$ cat config.mk
export PLATFORM = sky130hd
export DESIGN_NAME = even_parity_serial_tx_flat
export DESIGN_NICKNAME = d
export VERILOG_FILES = /design/src/rtl/even_parity_serial_tx_pkg.sv /design/src/rtl/even_parity_serial_tx_if.sv /design/src/rtl/even_parity_serial_tx_bit_timer.sv /design/src/rtl/even_parity_serial_tx.sv /design/src/flat_wrapper.sv
export SDC_FILE = /design/constraint.sdc
export NUM_CORES = 1
export LEC_CHECK = 0
export CAP_MARGIN = 5
export CELL_PAD_IN_SITES_DETAIL_PLACEMENT = 1
export CELL_PAD_IN_SITES_GLOBAL_PLACEMENT = 1
export CORE_UTILIZATION = 37
export DETAILED_ROUTE_END_ITERATION = 10
export HOLD_SLACK_MARGIN = 0.15
export PLACE_DENSITY_LB_ADDON = 0.1
export SKIP_LAST_GASP = 1
export SLEW_MARGIN = 20
export SYNTH_ARGS = -nofsm -noshare
export SYNTH_HDL_FRONTEND = slang
export SYNTH_SLANG_ARGS = --single-unit
$ cat constraint.sdc
create_clock -name clk -period 1.7 [get_ports clk]
set_clock_uncertainty 0.15 [all_clocks]
set_input_delay 0.51 -clock clk [delete_from_list [all_inputs] [get_ports clk]]
set_output_delay 0.51 -clock clk [all_outputs]
set_load 0.02 [all_outputs]
$ cat src/rtl/even_parity_serial_tx_pkg.sv
// Shared types and constants for the even-parity serial transmitter.
// Optional parity-error injection is enabled by defining TX_PARITY_INJECT_EN.
package even_parity_tx_pkg;

  typedef enum logic [2:0] {
    IDLE,
    START,
    DATA,
    PARITY,
    STOP
  } tx_state_t;

  localparam logic LINE_IDLE = 1'b1;
  localparam logic START_BIT = 1'b0;
  localparam logic STOP_BIT  = 1'b1;

  // Counter width for a 0..range-1 count, never narrower than one bit.
  function automatic int unsigned cnt_w(input int unsigned range);
    return (range > 1) ? $clog2(range) : 1;
  endfunction

endpackage

$ cat src/rtl/even_parity_serial_tx_if.sv
// Valid/ready word-input channel of the even-parity serial transmitter.
// inject_err is present only when TX_PARITY_INJECT_EN is defined.
interface even_parity_serial_tx_if #(
  parameter int unsigned DATA_W = 4
);
  logic              in_valid;
  logic [DATA_W-1:0] in_data;
  logic              in_ready;
`ifdef TX_PARITY_INJECT_EN
  logic              inject_err;
`endif

  modport master (
    output in_valid,
    output in_data,
`ifdef TX_PARITY_INJECT_EN
    output inject_err,
`endif
    input  in_ready
  );

  modport slave (
    input  in_valid,
    input  in_data,
`ifdef TX_PARITY_INJECT_EN
    input  inject_err,
`endif
    output in_ready
  );

endinterface

$ cat src/rtl/even_parity_serial_tx_bit_timer.sv
// Bit-period timer: bit_done pulses on the last cycle of each CLKS_PER_BIT period.
module bit_timer
  import even_parity_tx_pkg::*;
#(
  parameter int unsigned CLKS_PER_BIT = 4
) (
  input  logic clk,
  input  logic rst_n,
  input  logic run,
  output logic bit_done
);

  localparam int unsigned    CntW    = cnt_w(CLKS_PER_BIT);
  localparam logic [CntW-1:0] LastCnt = CntW'(CLKS_PER_BIT - 1);

  logic [CntW-1:0] cnt_q, cnt_d;

  assign bit_done = run && (cnt_q == LastCnt);

  always_comb begin
    cnt_d = cnt_q + CntW'(1);
    if (!run || bit_done) begin
      cnt_d = '0;
    end
  end

  always_ff @(posedge clk) begin
    if (!rst_n) begin
      cnt_q <= '0;
    end else begin
      cnt_q <= cnt_d;
    end
  end

endmodule

$ cat src/rtl/even_parity_serial_tx.sv
// Frames a DATA_W-bit word as start, data LSB-first, even parity, stop and shifts it out.
// Defining TX_PARITY_INJECT_EN adds inject_err, which inverts the sent parity bit.
module even_parity_serial_tx
  import even_parity_tx_pkg::*;
#(
  parameter int unsigned DATA_W       = 4,
  parameter int unsigned CLKS_PER_BIT = 4
) (
  input  logic                    clk,
  input  logic                    rst_n,
  even_parity_serial_tx_if.slave  in_if,
  output logic                    tx_serial,
  output logic                    busy,
  output logic                    parity_out
);

  localparam int unsigned     BitW    = cnt_w(DATA_W);
  localparam logic [BitW-1:0] LastBit = BitW'(DATA_W - 1);

  tx_state_t         state_q, state_d;
  logic [DATA_W-1:0] shift_q, shift_d;
  logic [BitW-1:0]   bit_cnt_q, bit_cnt_d;
  logic              parity_q, parity_d;
  logic              bit_done;
  logic              accept;
  logic              inject;

`ifdef TX_PARITY_INJECT_EN
  assign inject = in_if.inject_err;
`else
  assign inject = 1'b0;
`endif

  assign in_if.in_ready = (state_q == IDLE) && rst_n;
  assign accept         = in_if.in_valid && in_if.in_ready;
  assign busy           = (state_q != IDLE);
  assign parity_out     = parity_q;

  bit_timer #(
    .CLKS_PER_BIT(CLKS_PER_BIT)
  ) u_bit_timer (
    .clk     (clk),
    .rst_n   (rst_n),
    .run     (busy),
    .bit_done(bit_done)
  );

  always_comb begin
    state_d   = state_q;
    shift_d   = shift_q;
    bit_cnt_d = bit_cnt_q;
    parity_d  = parity_q;
    tx_serial = LINE_IDLE;
    unique case (state_q)
      IDLE: begin
        if (accept) begin
          shift_d  = in_if.in_data;
          parity_d = (^in_if.in_data) ^ inject;
          state_d  = START;
        end
      end
      START: begin
        tx_serial = START_BIT;
        if (bit_done) state_d = DATA;
      end
      DATA: begin
        tx_serial = shift_q[0];
        if (bit_done) begin
          shift_d = shift_q >> 1;
          if (bit_cnt_q == LastBit) begin
            bit_cnt_d = '0;
            state_d   = PARITY;
          end else begin
            bit_cnt_d = bit_cnt_q + BitW'(1);
          end
        end
      end
      PARITY: begin
        tx_serial = parity_q;
        if (bit_done) state_d = STOP;
      end
      STOP: begin
        tx_serial = STOP_BIT;
        if (bit_done) state_d = IDLE;
      end
      default: state_d = IDLE;
    endcase
  end

  always_ff @(posedge clk) begin
    if (!rst_n) begin
      state_q   <= IDLE;
      shift_q   <= '0;
      bit_cnt_q <= '0;
      parity_q  <= 1'b0;
    end else begin
      state_q   <= state_d;
      shift_q   <= shift_d;
      bit_cnt_q <= bit_cnt_d;
      parity_q  <= parity_d;
    end
  end

endmodule
$ cat src/flat_wrapper.sv
// flat-port wrapper written by rule: the top's interface ports become plain ports
module even_parity_serial_tx_flat import even_parity_tx_pkg::*;
#(
  parameter int unsigned DATA_W       = 4,
  parameter int unsigned CLKS_PER_BIT = 4
)
  (clk, rst_n, tx_serial, busy, parity_out, in_if_in_valid, in_if_in_data, in_if_in_ready);
  even_parity_serial_tx_if #(.DATA_W(DATA_W)) in_if_i ();
  input  logic clk;
  input  logic rst_n;
  output logic tx_serial;
  output logic busy;
  output logic parity_out;
  input wire logic [$bits(in_if_i.in_valid)-1:0] in_if_in_valid;
  input wire logic [$bits(in_if_i.in_data)-1:0] in_if_in_data;
  output wire logic [$bits(in_if_i.in_ready)-1:0] in_if_in_ready;
  assign in_if_i.in_valid = in_if_in_valid;
  assign in_if_i.in_data = in_if_in_data;
  assign in_if_in_ready = in_if_i.in_ready;
  even_parity_serial_tx #(.DATA_W(DATA_W), .CLKS_PER_BIT(CLKS_PER_BIT)) u_core (.clk(clk), .rst_n(rst_n), .in_if(in_if_i), .tx_serial(tx_serial), .busy(busy), .parity_out(parity_out));
endmodule
## Word level (Yosys, flattened, before mapping)

Cells that the tools add are included.

- $add $sub $neg: 2
- Equal/unequal tests: 12
- Mux-type cells: 12
- Bitwise operators: 1
- Reductions and logical operators: 14

Operators by type and width:

| kind | number |
|---|---|
| 3-bit two-way mux | 6 |
| 3-bit case mux with 5 select lines | 1 |
| 4-bit two-way mux | 2 |
| 2-bit inequality test, second input constant | 4 |
| 4-bit case mux with 2 select lines | 1 |
| 3-bit by 2-bit equality test with 1-bit output, second input constant | 2 |
| 6-bit AND reduction | 1 |
| 2-bit by 1-bit adder with 2-bit output, second input constant | 2 |
| 2-bit equality test, second input constant | 2 |
| 2-bit by 1-bit inequality test with 1-bit output, second input constant | 2 |
| 2-bit AND reduction | 2 |
| 4-bit XOR reduction | 1 |
| 3-bit by 1-bit equality test with 1-bit output, second input constant | 1 |
| 3-bit equality test, second input constant | 1 |
| 1-bit logical AND | 3 |
| 3-bit zero test | 1 |
| 1-bit case mux with 3 select lines | 1 |
| 3-bit AND reduction | 1 |
| 3-bit nonzero test | 1 |
| 2-bit two-way mux | 1 |
| 2-bit nonzero test | 1 |
| 2-bit OR reduction | 1 |
| 1-bit zero test | 1 |
| 1-bit logical OR | 1 |
| 1-bit NOT | 1 |

- Register bits: 12
- Input port bits: 7
- Output and inout port bits: 4
- Logic and storage cells: 46

## Depth between registers and ports, before layout

Gate-level depths: netlist of the first run.

- Depth after elaboration: 5
- Mapped depth: 4
- Depth with buffers taken out: 4

## Modules after synthesis

Synthesis of the first run repeated with hierarchy kept, for this count alone.

- Cells, all modules: 64
- Area, all modules: 641.9 um^2

By module, submodules not included:

| module | times used | cells an instance | area each (um^2) | sequential area each (um^2) |
|---|---|---|---|---|
| even_parity_serial_tx | 1 | 58 | 558.0 | 200.2 |
| bit_timer | 1 | 6 | 83.8 | 40.0 |

## Least setup slack after synthesis of the first run

No wires, ideal clock.

- Path kind: register to output
- Start point: register u_core.state_q[1]
- End point: output in_if_in_ready
- Arrival time: 1.238 ns
- Data required time: 1.040 ns
- Setup slack: -0.198 ns
- Cell stages (with the launch flop): 5
- Path buffers: 1
- Cell sequence: dfxtp_1 > buf_6 > nor3_1 > inv_1 > nor2_1

- Longest elaborated chain between the ends: 2

Ends and longest elaborated chain:

| what | RTL line | text |
|---|---|---|
| start, declared | even_parity_serial_tx.sv:20 | `tx_state_t state_q, state_d;` |
| start signal, assigned | even_parity_serial_tx.sv:97 | `state_q <= state_d;` |
| 3-bit zero test | even_parity_serial_tx.sv:34 | `assign in_if.in_ready = (state_q == IDLE) && rst_n;` |
| 1-bit logical AND | even_parity_serial_tx.sv:34 |  |
| end, declared | flat_wrapper.sv:16 | `output wire logic [$bits(in_if_i.in_ready)-1:0] in_if_in_ready;` |

No other way between the ends.

## Worst setup path after layout of the first run

- Start point: register u_core.state_q[1]
- End point: output tx_serial

- Longest elaborated chain between the ends: 2
- Elaborated cells on any way between the ends: 4
- Classes of those cells: 3 x eq/ne; 1 x mux

Ends and longest elaborated chain:

| what | RTL line | text |
|---|---|---|
| 3-bit by 2-bit equality test with 1-bit output or 3-bit by 1-bit equality test with 1-bit output (tied branches) | even_parity_serial_tx.sv:54 | `unique case (state_q)` |
| 1-bit case mux with 3 select lines (*) | even_parity_serial_tx.sv:54 |  |
| end, declared | flat_wrapper.sv:11 | `output logic tx_serial;` |

Mark *: on every way between the ends. The rest lies on a longest branch, timed or not.

==> impl_metrics.ini, run 1 <==
[synthesis]
synth_top_cell_area_share_pct = 39.4
ys_top_cells_by_count = dfxtp_1 (12), nor2_1 (7), a21oi_1 (6)
synth_area_um2 = 609
ys_ff_latch = 12
synth_nets = 71
synth_top_area_cell = dfxtp_1
ys_async_sr_fraction_pct = 0
synth_area_leaders = dfxtp_1 (39%), mux2i_1 (8.2%), a311oi_1 (5.7%)
ys.flop_type = dfxtp_1
postSynthAreaPerCell_um2 = 9.83
ys_seq_area_share_pct = 39.4
synth_edf_count = 0
syn_inst = 62
synth_warnings = 0
ys_types = 27
synth_most_common_cell = dfxtp_1

[die]
num_rows = 14
core-area_mm2 = 0.00152
die_x_um = 42.6
die_h_um = 42.6
io_pins = 11
dieArea_mm2 = 0.00181
initial_core_util_pct = 40.0

[placed_design]
place_ws_ps = -803
io_buffers = 10
globalplace.congestion = 0.700
dp_hpwl_um = 1070

[routing]
avgViaCountPerCell = 5.60
antenna_left = 0
wl_um = 1350
vias = 549
drt_iter0_markers = 9
drc_errors = 0
firstDrtPassIters = 4
wl_per_cell_um = 13.8

[cells_and_area]
nFillCells = 176
fin_util_pct = 54.4
drive_above_1_share_pct = 34.1
diodes = 0
nNetsFinal = 93
area_growth_pct = 36.1

[outcome]
status = finished with violations
violations = setup timing

[cts]
htree_levels = 1
cts_buffers = 3
clockBufferDepth = 2
clock-root-buffer = clkbuf_4
cts_num_sinks = 12
cts_tree = yes
clk_pin_slew_worst_paths_ps = 60
clk_latency_ps = 270

[sta]
hold_ws_ps = 277
max_slew_margin_pct = 72.6
hold_violations = 0
max_slew.worst_pin.slew_ps = 409
setup_ws_ps = -87.5
fmax_mhz = 559
finalSetupViolCount = 3
final.min_clock_period_ps = 1790
finalMaxSlewViolations = 0
rsz0062_at_grt = yes
fin_crit_sh_pct = 105

[grt]
use_met1_pct = 21.4
grt_pass1_wl_um = 2370
grt.busiest_layer = met2
grtUsageMet2_pct = 29.5
grt.overflow.total = 0
grt_max_degree = 11
antenna_found_initial = 0
grtUsageMet3_pct = 3.88
track_usage_pct = 18.4
grt_pass1_vias = 535

[critical_path]
cp_max_fo = 5
worst-setup-path-type = register to primary output
cp-end-kind = primary output
cp.arrival_ps = 1130
critPathLaunchType = register
cp_data_required_time_ps = 1040

[pwr]
p_leak_nw = 0.328
power_density_mw_per_mm2 = 710
ir_worst_vdd_v = 0.000413

[run]
max_cap_violations = 0

[hold_path]
hold_path.class = register to register
critical path, cell delays in order (launching register included):
cell,delay [ps]
dfxtp_4,370
nand2_2,60
a22oi_1,70
or2_4,230
buf_6,130
layer usage:
metal	wire, um	vias to the layer above	part of all wire [%]
met1	568	262	42
met2	698	13	52
met4	42	0	3.1
li1	-	269	-
met5	0	-	0
met3	42	5	3.1
repair_timing:
item | 4_1_cts | 5_1_grt
hold buffers | 0 | 0
endpoints found under the hold margin | 0 | 0
setup endpoints to repair | 4 | 3
pin swaps | 1 | 0
gates resized for setup | 20 | 8
buffers inserted | 0 | 1
metrics by stage:
step                power (mW)  cell area [um2]  instances  setup TNS [ps]
floorplan                0.370              622         62               0
global placement         0.418              779         94           -2150
detailed placement       0.422              779         94           -2230
CTS                      0.593              800         97            -316
global route             0.618              830         98            -398
finish                   0.589              830         98            -213
layout make-up:
class                           count  area (um2)  area share (%)
Clock buffer                        3        22.5            2.71
Inverter                            2        8.76            1.06
Multi-Input combinational cell     46         365            44.0
Sequential cell                    12         248            29.9
Tap cell                           16        20.0            2.41
Timing Repair Buffer               19         165            19.9
cell usage in the layout (no fill, tap or decap), drive strengths merged, types with 2 or more instances in the layout:
| cell type | synthesis | routed |
|---|---|---|
| dlygate4sd2 | 0 | 2 |
| a311oi | 4 | 4 |
| ha | 2 | 2 |
| dfxtp | 12 | 12 |
| xor2 | 3 | 3 |
| buf | 2 | 12 |
| mux2i | 5 | 5 |
| clkbuf | 0 | 3 |
| clkdlybuf4s50 | 0 | 5 |
| nor4b | 2 | 2 |
| a21oi | 6 | 6 |
| nor2 | 7 | 7 |
| nand2 | 3 | 3 |
registers in the layout (all words and copies together), names as in the netlist:
signal / cells
u_core.state_q: 3
u_core.bit_cnt_q: 2
u_core.shift_q: 4
u_core.u_bit_timer.cnt_q: 2
u_core.parity_out: 1
path summary, 6_finish.rpt:
check,endpoint,cells past startpoint,from,slack [ps]
setup reg to reg,u_core.shift_q[2]$_SDFFE_PN0P_,5,u_core.state_q[2]$_SDFFE_PN0P_,130
hold reg to reg,u_core.u_bit_timer.cnt_q[0]$_SDFF_PP0_,1,u_core.u_bit_timer.cnt_q[0]$_SDFF_PP0_,280
setup / recovery,tx_serial,4,u_core.state_q[1]$_SDFFE_PN0P_,-90
hold / removal,u_core.u_bit_timer.cnt_q[0]$_SDFF_PP0_,1,u_core.u_bit_timer.cnt_q[0]$_SDFF_PP0_,280
where the power goes:
part	switching [mW]	leakage, nW	internal (mW)
registers	0.00970	0.0996	0.293
logic	0.0540	0.215	0.0606
clock network	0.0898	0.0138	0.0821
total	0.154	0.328	0.435
cell families after synthesis:
| logic type | Yosys count | share of synthesized area [%] |
|---|---|---|
| buffers and inverters | 4 | 4.93 |
| XOR/XNOR | 4 | 5.75 |
| flip-flops | 12 | 39.4 |
| AO/OA/AOI/OAI | 13 | 14.4 |
| AND/OR/NAND/NOR | 21 | 21.4 |
| adder cells (fa/ha/maj) | 2 | 4.11 |
| multiplexers | 6 | 10.1 |
(Power assumes the default switching activity.)
==> run 2, diff against run 1 <==
Settings changed: MAX_ROUTING_LAYER set to met4.
==> results of run 2 <==
Same layout as run 1: the final DEF is identical, and so are final timing and power.
Main changes from that run: final weighted congestion in routability-driven placement 0.700 -> 0.707; overall routing resource usage 18.4% -> 18.9%
==> run 3, diff against run 2 <==
Settings changed: CORE_UTILIZATION 37 to 30.
==> run 3 against run 2 <==
The flow still finishes with violations (setup timing). Global-route usage shrank 2.3 points. Core utilization shrank 5.6 points. Combinational power grew 4%. Critical path type unchanged. Critical endpoint unchanged. Highest routed layer is now met3.
==> impl_metrics.ini, run 3 (same netlist as run 1, synthesis figures left out) <==
[critical_path]
cp.arrival_ps = 1150
critPathLaunchType = register
cp_max_fo = 5
cp_data_required_time_ps = 1040
cp-end-kind = primary output
worst-setup-path-type = register to primary output

[routing]
avgViaCountPerCell = 5.12
wl_um = 1490
vias = 563
drt_iter0_markers = 2
drc_errors = 0
firstDrtPassIters = 4
antenna_left = 0
wl_per_cell_um = 13.6

[pwr]
power_density_mw_per_mm2 = 674
p_leak_nw = 0.352
p_total_mw = 0.600
ir_worst_vdd_v = 0.000351

[cts]
htree_levels = 1
hold_buffers = 0
clock-root-buffer = clkbuf_4
cts_buffers = 3
cts_num_sinks = 12
cts_tree = yes
clk_latency_ps = 260
clk_pin_slew_worst_paths_ps = 80
clockBufferDepth = 2

[sta]
setup_ws_ps = -106
final.min_clock_period_ps = 1810
rsz0062_at_grt = yes
max_slew.worst_pin.slew_ps = 329
max_slew_margin_pct = 78.0
setup-tns-final_ps = -214
finalSetupViolCount = 3
fmax_mhz = 554
hold_ws_ps = 282
finalMaxSlewViolations = 0
fin_crit_sh_pct = 106
hold_violations = 0

[placed_design]
dp_hpwl_um = 1060
place_ws_ps = -832
post_dp_cell_area_um2 = 806
globalplace.congestion = 0.710
io_buffers = 10

[cells_and_area]
drive_above_1_share_pct = 40.0
final_cell_mix = buf_4 (12), dfxtp_1 (10), a21oi_1 (6)
postLayoutCellArea_um2 = 890
diodes = 0
nNetsFinal = 96
largest_register_ffs = 4
top_register = u_core.shift_q
largestRegisters = u_core.shift_q: 4 flops, u_core.state_q: 3 flops
area_growth_pct = 46.0
final_common_cell = buf_4

[grt]
grt.overflow.total = 0
grt_pass1_wl_um = 2450
grt_pass1_vias = 507
antenna_found_initial = 0
track_usage_pct = 16.6
grt_max_degree = 10

[die]
core-area_mm2 = 0.00182
io_pins = 11
dieArea_mm2 = 0.00222
num_rows = 15
die_x_um = 47.1
initial_core_util_pct = 33.5
die_h_um = 47.1

[hold_path]
hold_path.class = register to register

[outcome]
violations = setup timing
status = finished with violations

[run]
max_cap_violations = 0
-- run 3: cell types whose count changed in the layout (fill, tap and decap cells not counted) --
cell,change
mux2_2,-1
mux2_4,+1
a311oi_1,-1
buf_4,+2
nor2_4,+1
buf_6,+1
a311oi_2,+1
a22oi_1,-1
nor2_1,-1
a22oi_2,+1
-- run 3: layer usage --
layer  global-route usage (%)  part of all wire, %  wire length, um
met4                     1.71                    0                0
met2                     24.2                   48              721
met3                     5.77                  2.5               38
met5                        -                    0                0
met1                     22.7                   49              733
-- run 3: metrics by stage --
stage | instances | util (%)
6_report | 110 | 48.9
5_1_grt | 110 | 48.9
4_1_cts | 109 | 46.7
3_5_place_dp | 105 | 44.3
3_3_place_gp | 105 | 44.3
2_1_floorplan | 62 | -
-- run 3: cell type report --
class                   count  area (um2)
fillers                   218         931
multi-input cells          46         388
flip-flops and latches     12         248
repair buffers             22         191
well taps                  25        31.3
clock buffers               3        22.5
inverters                   2        8.76
-- run 3: where the power goes --
part,switching (mW),internal [mW],leakage (nW)
Sequential,0.0123,0.292,0.0996
Combinational,0.0562,0.0643,0.239
Clock,0.0929,0.0817,0.0138
-- run 3: worst max-delay path, stage by stage (launching register included) --
cell and delay (ps):
dfxtp_4 380, nor2_4 90, a22oi_2 50, or2_4 230, buf_6 130
-- run 3: path summary, 6_finish.rpt --
| kind | from | endpoint | slack (ps) | cells past startpoint |
|---|---|---|---|---|
| max | u_core.state_q[0]$_SDFFE_PN0P_ | tx_serial | -110 | 4 |
| min reg2reg | u_core.u_bit_timer.cnt_q[0]$_SDFF_PP0_ | u_core.u_bit_timer.cnt_q[0]$_SDFF_PP0_ | 280 | 1 |
| min | u_core.u_bit_timer.cnt_q[0]$_SDFF_PP0_ | u_core.u_bit_timer.cnt_q[0]$_SDFF_PP0_ | 280 | 1 |
| max reg2reg | u_core.state_q[1]$_SDFFE_PN0P_ | u_core.shift_q[3]$_SDFFE_PN0P_ | 130 | 5 |
-- run 3: what timing repair did --
| action | in CTS | in global routing |
|---|---|---|
| gates cloned | 0 | 0 |
| pin swaps | 2 | 1 |
| endpoints found under the setup margin | 4 | 7 |
| setup buffers | 1 | 1 |
| gates resized for setup | 26 | 8 |
